[src/rtl/alu_arbiter_pkg.sv]
// Shared constants for the execute-stage ALU and its arbiter:
// ALU operation encodings, op-field width and requester identifiers.
package alu_arbiter_pkg;

    // Width of the ALU operation field.
    localparam int ALU_OP_LENGTH = 4;

    // ALU operation encodings; every other code makes the ALU return 0.
    localparam logic [ALU_OP_LENGTH-1:0] ALU_OP_ADDU = 4'h0;
    localparam logic [ALU_OP_LENGTH-1:0] ALU_OP_SUBU = 4'h1;
    localparam logic [ALU_OP_LENGTH-1:0] ALU_OP_OR   = 4'h2;

    // Requester identifiers, as carried on rsp_id.
    typedef enum logic {
        ARB_ID_FETCH = 1'b0,
        ARB_ID_EXEC  = 1'b1
    } arb_id_e;

endpackage

[src/rtl/alu_arbiter_alu.sv]
// Execute-stage ALU: purely combinational 32-bit unit.
// ADDU/SUBU wrap modulo 2^32 with no flags; unknown ops yield 0.
module alu
    import alu_arbiter_pkg::*;
#(
    parameter int OPW = ALU_OP_LENGTH
) (
    input  logic [OPW-1:0] alu_op,
    input  logic [31:0]    src_a,
    input  logic [31:0]    src_b,
    output logic [31:0]    alu_out
);

    // Operation decode; the default arm covers every undefined code.
    always_comb begin
        alu_out = 32'd0;
        case (alu_op)
            OPW'(ALU_OP_ADDU): alu_out = src_a + src_b;
            OPW'(ALU_OP_SUBU): alu_out = src_a - src_b;
            OPW'(ALU_OP_OR):   alu_out = src_a | src_b;
            default:           alu_out = 32'd0;
        endcase
    end

endmodule

[src/rtl/alu_arbiter.sv]
// Two-requester arbiter in front of the shared execute-stage ALU.
// Requester 0 is the fetch/PC-increment path, requester 1 the execute
// path. Grants are combinational, contention is resolved round-robin
// via a one-bit priority register, and the ALU result comes back
// registered and tagged one cycle after the transfer.
module alu_arbiter
    import alu_arbiter_pkg::*;
#(
    parameter int OPW  = ALU_OP_LENGTH,
    parameter int CNTW = 16
) (
    input  logic            clk,
    input  logic            rst_n,
    input  logic            en,
    input  logic            req0_valid,
    input  logic [OPW-1:0]  req0_op,
    input  logic [31:0]     req0_a,
    input  logic [31:0]     req0_b,
    output logic            req0_ready,
    input  logic            req1_valid,
    input  logic [OPW-1:0]  req1_op,
    input  logic [31:0]     req1_a,
    input  logic [31:0]     req1_b,
    output logic            req1_ready,
    output logic            rsp_valid,
    output logic            rsp_id,
    output logic [31:0]     rsp_data,
    output logic [CNTW-1:0] conflict_cnt
);

    // prio_reg names the requester that wins the next contended cycle.
    logic            prio_reg;
    logic            rsp_valid_reg;
    logic            rsp_id_reg;
    logic [31:0]     rsp_data_reg;
    logic [CNTW-1:0] conflict_cnt_reg;

    logic            grant0;
    logic            grant1;
    logic            xfer;
    logic            contend;
    arb_id_e         winner;
    logic [OPW-1:0]  alu_op_sel;
    logic [31:0]     alu_a_sel;
    logic [31:0]     alu_b_sel;
    logic [31:0]     alu_result;

    // Grant decision: a lone requester always wins; under contention
    // prio_reg decides. Nothing is granted while stalled or in reset.
    always_comb begin
        grant0 = 1'b0;
        grant1 = 1'b0;
        if (en && rst_n) begin
            if (req0_valid && req1_valid) begin
                grant0 = (prio_reg == ARB_ID_FETCH);
                grant1 = (prio_reg == ARB_ID_EXEC);
            end else begin
                grant0 = req0_valid;
                grant1 = req1_valid;
            end
        end
    end

    assign req0_ready = grant0;
    assign req1_ready = grant1;
    assign xfer       = grant0 | grant1;
    assign winner     = grant1 ? ARB_ID_EXEC : ARB_ID_FETCH;
    assign contend    = en && req0_valid && req1_valid;

    // Operand mux into the ALU; requester 1 only when it holds the grant,
    // otherwise requester 0 (operands are don't-care with no grant).
    always_comb begin
        alu_op_sel = req0_op;
        alu_a_sel  = req0_a;
        alu_b_sel  = req0_b;
        if (grant1) begin
            alu_op_sel = req1_op;
            alu_a_sel  = req1_a;
            alu_b_sel  = req1_b;
        end
    end

    alu #(
        .OPW (OPW)
    ) u_alu (
        .alu_op  (alu_op_sel),
        .src_a   (alu_a_sel),
        .src_b   (alu_b_sel),
        .alu_out (alu_result)
    );

    // Response, priority and contention-counter registers. A stall keeps
    // everything except rsp_valid, which must fall so no pulse repeats.
    always_ff @(posedge clk) begin
        if (!rst_n) begin
            prio_reg         <= ARB_ID_FETCH;
            rsp_valid_reg    <= 1'b0;
            rsp_id_reg       <= ARB_ID_FETCH;
            rsp_data_reg     <= 32'd0;
            conflict_cnt_reg <= '0;
        end else if (en) begin
            rsp_valid_reg <= xfer;
            if (xfer) begin
                rsp_id_reg   <= winner;
                rsp_data_reg <= alu_result;
                prio_reg     <= ~winner;
            end
            if (contend && (conflict_cnt_reg != {CNTW{1'b1}})) begin
                conflict_cnt_reg <= conflict_cnt_reg + CNTW'(1);
            end
        end else begin
            rsp_valid_reg <= 1'b0;
        end
    end

    assign rsp_valid    = rsp_valid_reg;
    assign rsp_id       = rsp_id_reg;
    assign rsp_data     = rsp_data_reg;
    assign conflict_cnt = conflict_cnt_reg;

endmodule

[config.mk]
export PLATFORM = sky130hd
export DESIGN_NAME = alu_arbiter
export DESIGN_NICKNAME = d
export VERILOG_FILES = /design/src/rtl/alu_arbiter_pkg.sv /design/src/rtl/alu_arbiter_alu.sv /design/src/rtl/alu_arbiter.sv
export SDC_FILE = /design/constraint.sdc
export NUM_CORES = 1
export LEC_CHECK = 0
export BUFFER_PORTS_ARGS = -buffer_cell sky130_fd_sc_hd__buf_2
export CAP_MARGIN = 5
export CORE_ASPECT_RATIO = 1.1
export CORE_MARGIN = 2
export CORE_UTILIZATION = 40
export CTS_BUF_LIST = sky130_fd_sc_hd__clkbuf_8
export CTS_CLUSTER_SIZE = 10
export DETAILED_ROUTE_END_ITERATION = 7
export GPL_TIMING_DRIVEN = 0
export PLACE_DENSITY = 0.66
export SYNTH_ARGS = -nofsm -noshare
export SYNTH_HDL_FRONTEND = slang
export SYNTH_SLANG_ARGS = --single-unit
[constraint.sdc]
create_clock -name clk -period 6.4 [get_ports clk]
set_clock_uncertainty 0.1 [all_clocks]
set_input_delay 1.28 -clock clk [delete_from_list [all_inputs] [get_ports clk]]
set_output_delay 1.28 -clock clk [all_outputs]
set_load 0.05 [all_outputs]
==> summary by stage <==
Floorplanning
The area inside the core boundary is 0.0144 mm^2. The vertical die dimension is 132 um. The chip width is 120 um.

The initial utilization of the core area, before any placement, comes to just over 40%. The initialized floorplan defines 46 standard-cell rows. The floorplan die area is 0.0158 mm^2. During I/O placement, the number of pins put on the boundary was just under 200.

Cells and area
The register with the most flip-flops in the layout has 32 of them. The net total in the final layout is around 1,200. Fill cells in the final layout number between 1,500 and 2,000.

The area growth from synthesis to layout is 22.3%. Summing all flip-flop and latch instances after layout gives about 0.0010 mm^2. The share of final-layout standard cells stronger than drive strength 1 is 21.7%.

The final instance area is approximately 0.0073 mm^2. The area of the multi-input gates is between 0.004 and 0.005 mm^2. The count of cells in the finished layout, fillers not included, comes to 1,258. The repair_antennas step left the layout with diodes totalling 0.

Placement
Routability-driven placement finished with a final weighted congestion of 1.00. Counting tap cells, the placed design contains a total of between 1,000 and 1,500 instances. The standard cell area after detailed placement is 0.00714 mm^2.

The port buffer count is 192. The placed wire-length estimate after detailed placement is roughly 20,000 um.

GRT
The number of global-route vias before repair is roughly 7,000. The overall track demand over capacity in global routing is about 30%. The wire length of the first global-routing pass is 37,200 um.

For this run, global-route usage on met2 was measured as about half. Entering global routing, the biggest net connects 19 pins. The initial antenna violation count is 0. The met1 global-route usage is between 30% and 40%. After global routing, the most crowded layer is met2. The overflow left after global routing is 0. The global routing met3 resource utilization is approximately 3.9%.

Setup path
The worst setup path is of the in -> reg kind. The combined buffer and inverter count along the critical path is 6. The critical-path cell with the highest stage delay is sky130_fd_sc_hd__clkbuf_1. For this run, the slowest stage of the critical path takes ~0.55 ns.

In this design, the largest share of critical-path delay is due to compound AO/OA/AOI/OAI gates. For the worst setup path, the data arrival time is between 6 and 7 ns. Data on the critical path is required at its endpoint by between 6 and 7 ns. The kind of start point of the critical path is an input port.

The cell repeated most along the worst path is sky130_fd_sc_hd__buf_2. The peak fanout along the critical path is 10. The signal on the critical path passes through buf_2, nand2b_1, nand4_1, buf_4, buf_2, clkbuf_2, buf_2, clkbuf_1, nor2_1, a21oi_1, ha_1, nor2b_1, o211ai_1, a211oi_1, o31a_1, a21boi_0, o21ai_0, a311oi_1, a21oi_1. STA classifies the critical path endpoint as a register.

STA
After layout, the worst path uses a little over 90% of the clock period. The max-slew violation count is 0. The maximum frequency from static timing analysis is 169 MHz. Setup violations remaining at the end of the flow were counted as 0. The worst hold slack is 0.368 ns. At the pin with the least slew margin, the transition time is approximately 0.93 ns. Setup total negative slack on the finished layout was measured at 0 ns. The headroom to the max-slew limit is a little under two fifths. The total count of hold-check failures in the final report is 0. Setup repair after global routing left no endpoint under its margin. The routed design could run at a clock period as short as just under 6 ns.

Pwr
The power density relative to cell area is roughly 160 mW/mm^2. The maximum vdd ir drop is between 0.00008 and 0.00009 V. The analysis attributes to cell leakage a power of 3.46 nW.

Logic synthesis
The sequential area share after synthesis is between 10% and 20%. The complex-gate fraction of the synthesized area is 28.3%. The proportion of synthesized flip-flops having asynchronous set or reset is 0%. After synthesis, the largest family of logic cells by area is compound AO/OA/AOI/OAI gates. For this run, the number of Yosys warnings is 0. The biggest area contributor in the post-synthesis netlist is sky130_fd_sc_hd__dfxtp_1.

The simple-gate area share of the yosys netlist is about a quarter. The number of storage elements in the synthesis netlist is just over 50. The number of nets handed over by synthesis was around 1,000. The per-instance average area after synthesis is 6.88 um^2.

Counting flops with a built-in enable in the synthesized netlist gives 0. In the post-synthesis netlist, the biggest area contributors are sky130_fd_sc_hd__dfxtp_1, sky130_fd_sc_hd__nand2_1, sky130_fd_sc_hd__a21oi_1, sky130_fd_sc_hd__ha_1, sky130_fd_sc_hd__mux2i_1. Synthesis handed over a netlist of between 800 and 900 instances. The portion of synthesized area spent on multiplexers is 6.59%. The post-synthesis instance area is slightly below 0.006 mm^2. Of the total synthesized cell area, the portion taken by full adders, half adders and majority gates is about 7%. The parity-gate share of the synthesized area counting xor and xnor cells is approximately a tenth. The most used flip-flop cell after synthesis is sky130_fd_sc_hd__dfxtp_1. The netlist uses a little over 60 different library cells. The most frequent cell after synthesis is sky130_fd_sc_hd__nand2_1. By count the netlist is led by sky130_fd_sc_hd__nand2_1, sky130_fd_sc_hd__a21oi_1, sky130_fd_sc_hd__nor2_1.

The fraction of post-synthesis cell area in the top cell type by area is between 10% and 20%.

Clock network
The number of clock sinks is roughly 50. The maximum clock path buffer count is 2. The clock tree from TritonCTS is done. The deepest level of the CTS H-tree is 2. The clock reaches the later pin of the worst-skew pair after between 0.3 and 0.4 ns. The register clock-pin slew on the reported worst setup and hold paths is about 0.12 ns. The tree is rooted in a sky130_fd_sc_hd__clkbuf_8.

Buffers inserted to repair hold after CTS numbered 0. The number of buffers created by CTS is 5.

Detailed routing
Once detail routing completed, the nets flagged for antenna violations numbered 0. The total DRC errors in the routed layout is 0. After detailed routing, the number of vias per cell comes to approximately 5.8. After the first detailed-routing iteration, the DRC count stood at 650.

The number of detailed-route iterations in the first pass is 6. The final route contains 7,298 vias. The post-detailed-route wirelength per cell is 19.0 um. The total wire length is roughly 24,000 um.

Status
The run finished with clean final reports.

Hold path
The tightest min-delay check is of the reg -> reg type.

Flow run
The reported max-cap violation count is 0.
==> cells by family after synthesis <==
logic type               count (synthesis)
AO/OA/AOI/OAI                          269
XOR/XNOR                                66
adder cells (fa/ha/maj)                 33
buffers and inverters                   65
flip-flops                              51
multiplexers                            39
AND/OR/NAND/NOR                        341
==> area by class of cell <==
| type | instances | share of cell area [%] |
|---|---|---|
| clock buffer | 5 | 0.947 |
| timing repair buffer | 194 | 13.4 |
| clock inverter | 3 | 0.396 |
| multi-input combinational | 748 | 64.2 |
| sequential | 51 | 14.0 |
| inverter | 18 | 0.930 |
| buffer | 47 | 2.70 |
| tap | 192 | 3.31 |
==> where the power goes <==
| part | total (mW) | switching [mW] | internal, mW |
|---|---|---|---|
| clock network | 0.206 | 0.125 | 0.0813 |
| logic | 0.593 | 0.376 | 0.217 |
| registers | 0.339 | 0.00760 | 0.331 |
==> per-layer routing <==
metal / vias up / share of wire, %
li1: 3556 / -
met4: 0 / 3.5
met1: 3356 / 42
met2: 332 / 47
met3: 54 / 7.3
met5: - / 0
==> tightest hold or removal path, cell delays in order, from the launching register on <==
cell and delay [ns]:
sky130_fd_sc_hd__dfxtp_1 0.33, sky130_fd_sc_hd__nand2_1 0.05, sky130_fd_sc_hd__o21ai_0 0.06
==> cells in the final DEF, fill, tap and decap left out, types with 7 or more instances in the layout <==
cell type and n:
sky130_fd_sc_hd__inv_1 18, sky130_fd_sc_hd__buf_2 198, sky130_fd_sc_hd__nor3_1 22, sky130_fd_sc_hd__xor2_1 28, sky130_fd_sc_hd__o21ai_0 58, sky130_fd_sc_hd__ha_1 32, sky130_fd_sc_hd__or3_1 11, sky130_fd_sc_hd__a21o_1 20
sky130_fd_sc_hd__clkbuf_1 34, sky130_fd_sc_hd__or4_1 9, sky130_fd_sc_hd__a31oi_1 35, sky130_fd_sc_hd__mux2i_1 38, sky130_fd_sc_hd__dfxtp_1 51, sky130_fd_sc_hd__o31ai_1 7, sky130_fd_sc_hd__xnor2_1 38, sky130_fd_sc_hd__nor2_1 79
sky130_fd_sc_hd__nand2_1 141, sky130_fd_sc_hd__nor4_1 14, sky130_fd_sc_hd__a21oi_1 84, sky130_fd_sc_hd__nand3_1 18
==> worst paths after layout <==
| path | endpoint | slack, ns | cells past startpoint | from |
|---|---|---|---|---|
| worst max-delay path | rsp_data[24] | 0.47 | 19 | req0_valid |
| worst min-delay path | rsp_id | 0.37 | 2 | rsp_id |
| worst max register to register | rsp_data[24] | 1.12 | 18 | prio_reg |
| worst min register to register | rsp_id | 0.37 | 2 | rsp_id |
==> what timing repair did <==
| item | CTS | global route |
|---|---|---|
| pin swaps | 0 | 1 |
| resized for setup | 1 | 6 |
| buffers inserted | 0 | 2 |
| setup endpoints to repair | 2 | 12 |
==> stage by stage <==
step	setup slack, ns	power, mW	utilization, %
final	0.472	1.14	50.3
after global routing	0.232	1.21	50.3
after CTS	0.121	1.13	50.1
after detailed placement	-0.347	0.922	49.4
after floorplan	1.16	0.744	-
after global placement	-0.362	0.920	49.4
Note: power is estimated with default switching activity, not from simulation.
